===== src/rtl/inst_axi_bridge.sv =====
`default_nettype none
// +----------------------------------------------------------------------------+
// | Module   : inst_axi_bridge                                                 |
// | Purpose  : Bridges an SRAM-style instruction fetch port onto an AXI read   |
// |            channel (AR/R). One single-beat read is issued per accepted     |
// |            request. Up to MAX_OUTSTANDING reads may be in flight, and the  |
// |            responses are returned in acceptance order.                     |
// | Ports    : clk, resetn (sync, active-low)                                  |
// |            inst_sram_*  : fetch request in; addr_ok/data_ok/rdata out      |
// |            ar*          : AXI read-address channel (master side)           |
// |            r*           : AXI read-data channel (master side)              |
// | Revision : 1.0  initial release                                            |
// +----------------------------------------------------------------------------+
module inst_axi_bridge #(
  parameter int         MAX_OUTSTANDING = 2,
  parameter logic [3:0] ARID_VAL        = 4'h0
) (
  input  logic        clk,
  input  logic        resetn,
  // instruction SRAM-like port
  input  logic        inst_sram_req,
  input  logic        inst_sram_wr,
  input  logic [1:0]  inst_sram_size,
  input  logic [3:0]  inst_sram_wstrb,
  input  logic [31:0] inst_sram_addr,
  input  logic [31:0] inst_sram_wdata,
  output logic        inst_sram_addr_ok,
  output logic        inst_sram_data_ok,
  output logic [31:0] inst_sram_rdata,
  // AXI AR channel
  output logic [3:0]  arid,
  output logic [31:0] araddr,
  output logic [7:0]  arlen,
  output logic [2:0]  arsize,
  output logic [1:0]  arburst,
  output logic [1:0]  arlock,
  output logic [3:0]  arcache,
  output logic [2:0]  arprot,
  output logic        arvalid,
  input  logic        arready,
  // AXI R channel
  input  logic [3:0]  rid,
  input  logic [31:0] rdata,
  input  logic [1:0]  rresp,
  input  logic        rlast,
  input  logic        rvalid,
  output logic        rready
);

  localparam logic [1:0] MAX_OUT = 2'(MAX_OUTSTANDING);

  typedef enum logic [0:0] {
    AR_IDLE = 1'b0,
    AR_SEND = 1'b1
  } ar_state_t;

  ar_state_t   state;
  ar_state_t   state_next;
  logic [1:0]  outstanding;

  // Write-side data and the R-channel side info are not needed: every
  // response is a single in-order beat for a read we issued.
  logic unused_inputs;
  assign unused_inputs = ^{inst_sram_wstrb, inst_sram_wdata, rid, rresp, rlast};

  // Acceptance is only possible from idle, for reads, with room left.
  assign inst_sram_addr_ok = (state == AR_IDLE) & inst_sram_req & ~inst_sram_wr &
                             (outstanding < MAX_OUT);

  // R channel is a pure pass-through gated by having something in flight,
  // so stray beats after a reset are never acknowledged.
  assign rready            = (outstanding != 2'd0);
  assign inst_sram_data_ok = rvalid & rready;
  assign inst_sram_rdata   = rdata;

  assign arid    = ARID_VAL;
  assign arlen   = 8'd0;
  assign arburst = 2'b01;
  assign arlock  = 2'b00;
  assign arcache = 4'd0;
  assign arprot  = 3'd0;
  assign arvalid = (state == AR_SEND);

  always_ff @(posedge clk) begin
    if (!resetn) begin
      state <= AR_IDLE;
    end else begin
      state <= state_next;
    end
  end

  always_comb begin
    state_next = state;
    case (state)
      AR_IDLE: if (inst_sram_addr_ok) state_next = AR_SEND;
      AR_SEND: if (arready)           state_next = AR_IDLE;
      default:                        state_next = AR_IDLE;
    endcase
  end

  // AR payload is captured at acceptance and held through AR_SEND.
  always_ff @(posedge clk) begin
    if (!resetn) begin
      araddr <= 32'd0;
      arsize <= 3'd0;
    end else if (inst_sram_addr_ok) begin
      araddr <= inst_sram_addr;
      arsize <= {1'b0, inst_sram_size};
    end
  end

  // addr_ok is gated by the limit and data_ok by a nonzero count, so this
  // counter can neither overflow past MAX_OUT nor underflow.
  always_ff @(posedge clk) begin
    if (!resetn) begin
      outstanding <= 2'd0;
    end else begin
      case ({inst_sram_addr_ok, inst_sram_data_ok})
        2'b10:   outstanding <= outstanding + 2'd1;
        2'b01:   outstanding <= outstanding - 2'd1;
        default: outstanding <= outstanding;
      endcase
    end
  end

endmodule
`default_nettype wire


===== config.mk =====
export PLATFORM = sky130hd
export DESIGN_NAME = inst_axi_bridge
export DESIGN_NICKNAME = d
export VERILOG_FILES = /design/src/rtl/inst_axi_bridge.sv
export SDC_FILE = /design/constraint.sdc
export NUM_CORES = 1
export LEC_CHECK = 0
export ABC_AREA = 1
export BUFFER_PORTS_ARGS = -buffer_cell sky130_fd_sc_hd__buf_2
export CORE_AREA = 2 2 82 84
export CTS_CLUSTER_DIAMETER = 30
export DETAILED_ROUTE_END_ITERATION = 10
export DIE_AREA = 0 0 84 86
export GPL_TIMING_DRIVEN = 0
export PLACE_DENSITY = 0.74
export SYNTH_ARGS = -nofsm -noshare
export SYNTH_HDL_FRONTEND = slang
export SYNTH_SLANG_ARGS = --single-unit

===== constraint.sdc =====
create_clock -name clk -period 1.8 [get_ports clk]
set_clock_uncertainty 0.1 [all_clocks]
set_input_delay 0.27 -clock clk [delete_from_list [all_inputs] [get_ports clk]]
set_output_delay 0.27 -clock clk [all_outputs]
set_load 0.02 [all_outputs]

==> impl_metrics.env <==
export IMPL_crit_arrival_ns=1.31
export IMPL_htree_levels=2
export IMPL_synth_area_leaders="dfxtp_1, buf_4, nor2_1, nand3b_1, nand2_1"
export IMPL_grt_max_degree=13
export IMPL_initial_utilization=0.323
export IMPL_ctsRootBufferMaster="clkbuf_8"
export IMPL_ys_ff_latch=37
export IMPL_most_common_layout_cells="buf_2, nor2_1, buf_4"
export IMPL_irDropWorstVdd_mv=0.486
export IMPL_fin_util=0.459
export IMPL_ctsHoldBuffers=0
export IMPL_total_power_mw=2.47
export IMPL_final_nets=524
export IMPL_placed_cells=476
export IMPL_cp_slowest_cell="dfxtp_1"
export IMPL_die_h_um=86
export IMPL_ys_seq_area_frac=0.365
export IMPL_drt_first_pass_iters=4
export IMPL_postLayoutCellArea_sq_um=2880
export IMPL_clkSinkCount=37
export IMPL_io_buffers=108
export IMPL_reg2reg_setup_slack_ns=0.37
export IMPL_antenna_found_initial=0
export IMPL_insertedDiodeCount=0
export IMPL_nFillCells=652
export IMPL_endpoint_kind="primary output"
export IMPL_yosys_warnings=0
export IMPL_cp_required_ns=1.43
export IMPL_wl_um=4810
export IMPL_synthToLayoutAreaGrowth_pct=42.2
export IMPL_syn_area_sq_um=2030
export IMPL_dpl_instance_area_sq_um=2750
export IMPL_hold_violations=0
export IMPL_dr_first_iter_drc_count=33
export IMPL_synth_top_area_cell="dfxtp_1"
export IMPL_power_leakage_nw=1.61
export IMPL_ys_types=21
export IMPL_track_usage=0.128
export IMPL_drive_above_1_share=0.462
export IMPL_dieArea_sq_um=7220
export IMPL_synth_top_area_share=0.365
export IMPL_crit_cells=5
export IMPL_tns_ns=0
export IMPL_fmax_ghz=0.596
export IMPL_top_level_ports=209
export IMPL_slew_viol_final=0
export IMPL_drcViolationCount=0
export IMPL_hold_depth=4
export IMPL_synth_area_per_cell_sq_um=7.54
export IMPL_critPathKind="flop to primary output"
export IMPL_final_cells=486
export IMPL_cap_violations=0
export IMPL_grt_setup_unrepaired="no"
export IMPL_vias=1987
export IMPL_place_gp_congestion=0.682
export IMPL_hold_class="primary input to flop"
export IMPL_period_share=0.933
export IMPL_start_kind="flop"
export IMPL_grt_pass1_vias=1678
export IMPL_setup_viol=0
export IMPL_path_max_fanout=10
export IMPL_grt_remaining_overflow=0
export IMPL_viasPerCell=4.09
export IMPL_clk_pin_slew_ns=0.07
export IMPL_cts_tree="done"
export IMPL_clock_latency_ns=0.28
export IMPL_clock_path_buffers=2
export IMPL_dpl_hpwl_um=3700
export IMPL_power_density_nw_per_um2=856
export IMPL_coreArea_sq_um=6280
export IMPL_r2r_cells=8
export IMPL_rows=29
export IMPL_postRouteAntennaNets=0
export IMPL_syn_inst=269
export IMPL_crit_family="flip-flops"
export IMPL_wire_per_inst_um=9.90
export IMPL_mostFrequentLayoutCell="buf_2"
export IMPL_crit_chain="nor2_4 -> nand2_2 -> clkinv_4 -> buf_6 -> buf_2"
export IMPL_grt_pass1_wl_um=7470
export IMPL_max_stage_delay_ns=0.44
export IMPL_period_needed_ns=1.68
export IMPL_status="finished, final reports clean"
export IMPL_fp_dieW_um=84
export IMPL_cp_num_buf_inv=3
export IMPL_cts_buffers=5
-- what timing repair did --
item / 4_1_cts / 5_1_grt
setup endpoints to repair: 1 / 1
pin swaps: 1 / 1
setup buffers: 1 / 1
resized for setup: 0 / 0
-- layout make-up --
type,count,area [sq um],area share
multi-input combinational,179,841,0.292
sequential,37,741,0.257
timing repair buffer,110,556,0.193
buffer,69,500,0.174
tap,77,96.3,0.0334
clock buffer,6,82.6,0.0287
clock inverter,2,37.5,0.0130
inverter,6,27.5,0.00955
-- tightest hold or removal path: cells and delay by family --
family	cells	cell delay [ns]
buf+inv	2	0.10
compound gates	1	0.07
simple gates	1	0.05
-- synth_stat cells --
library cell and instances:
conb_1 2, nand4_1 1, buf_4 56, buf_1 1
nand2_2 1, clkbuf_1 2, buf_2 7, nand3b_1 34
or2_2 1, o21ai_0 1, clkinv_4 1, ha_1 1
a21boi_0 1, nand2_1 39, a21oi_1 1, o21a_1 1
nor2_4 2, dfxtp_1 37, inv_1 5, nor2_1 72
buf_6 3
-- registers in the layout (all words and copies together), names as in the netlist --
signal       count
araddr          32
outstanding      2
arvalid          1
arsize           2
-- layer usage --
metal,track usage,part of all wire,routed length [um],up-vias
li1,-,-,-,1029
met1,0.141,0.42,2020,852
met2,0.236,0.47,2260,102
met3,0.0414,0.10,497,4
met4,0.0396,0.0083,40,0
met5,0,0,0,-
-- through the flow --
| stage | hold slack [ns] | worst slack, ns |
|---|---|---|
| detailed placement | 0.369 | 0.214 |
| global placement | 0.360 | 0.235 |
| CTS | 0.139 | 0.000958 |
| global route | 0.176 | 0.0360 |
| floorplan | 0.340 | 0.329 |
| finish | 0.143 | 0.121 |
-- report_power, final --
group          switching [mW]  total, mW  internal (mW)
Combinational           0.444      0.760          0.315
Clock                   0.313      0.764          0.451
Sequential             0.0446      0.942          0.897
Total                   0.803       2.47           1.66
-- worst paths after layout --
check / from / end
max: outstanding[1]$_SDFFE_PN0P_ / inst_sram_addr_ok
min: arready / arvalid$_SDFF_PN0_
max reg2reg: outstanding[1]$_SDFFE_PN0P_ / outstanding[1]$_SDFFE_PN0P_
min reg2reg: araddr[25]$_SDFFE_PN0P_ / araddr[25]$_SDFFE_PN0P_
-- logic make-up (layout without fill, tap and decap cells) --
| logic type | count (synthesis) | count (layout) | share of synthesized area |
|---|---|---|---|
| AOI/OAI and AO/OA | 4 | 4 | 0.0123 |
| adders and majority gates | 1 | 1 | 0.00617 |
| buffers and inverters | 75 | 193 | 0.260 |
| DFF | 37 | 37 | 0.365 |
| other | 2 | 24 | 0.00371 |
| and+or+nand+nor | 150 | 150 | 0.352 |
Power figures use the tool's default switching activity.
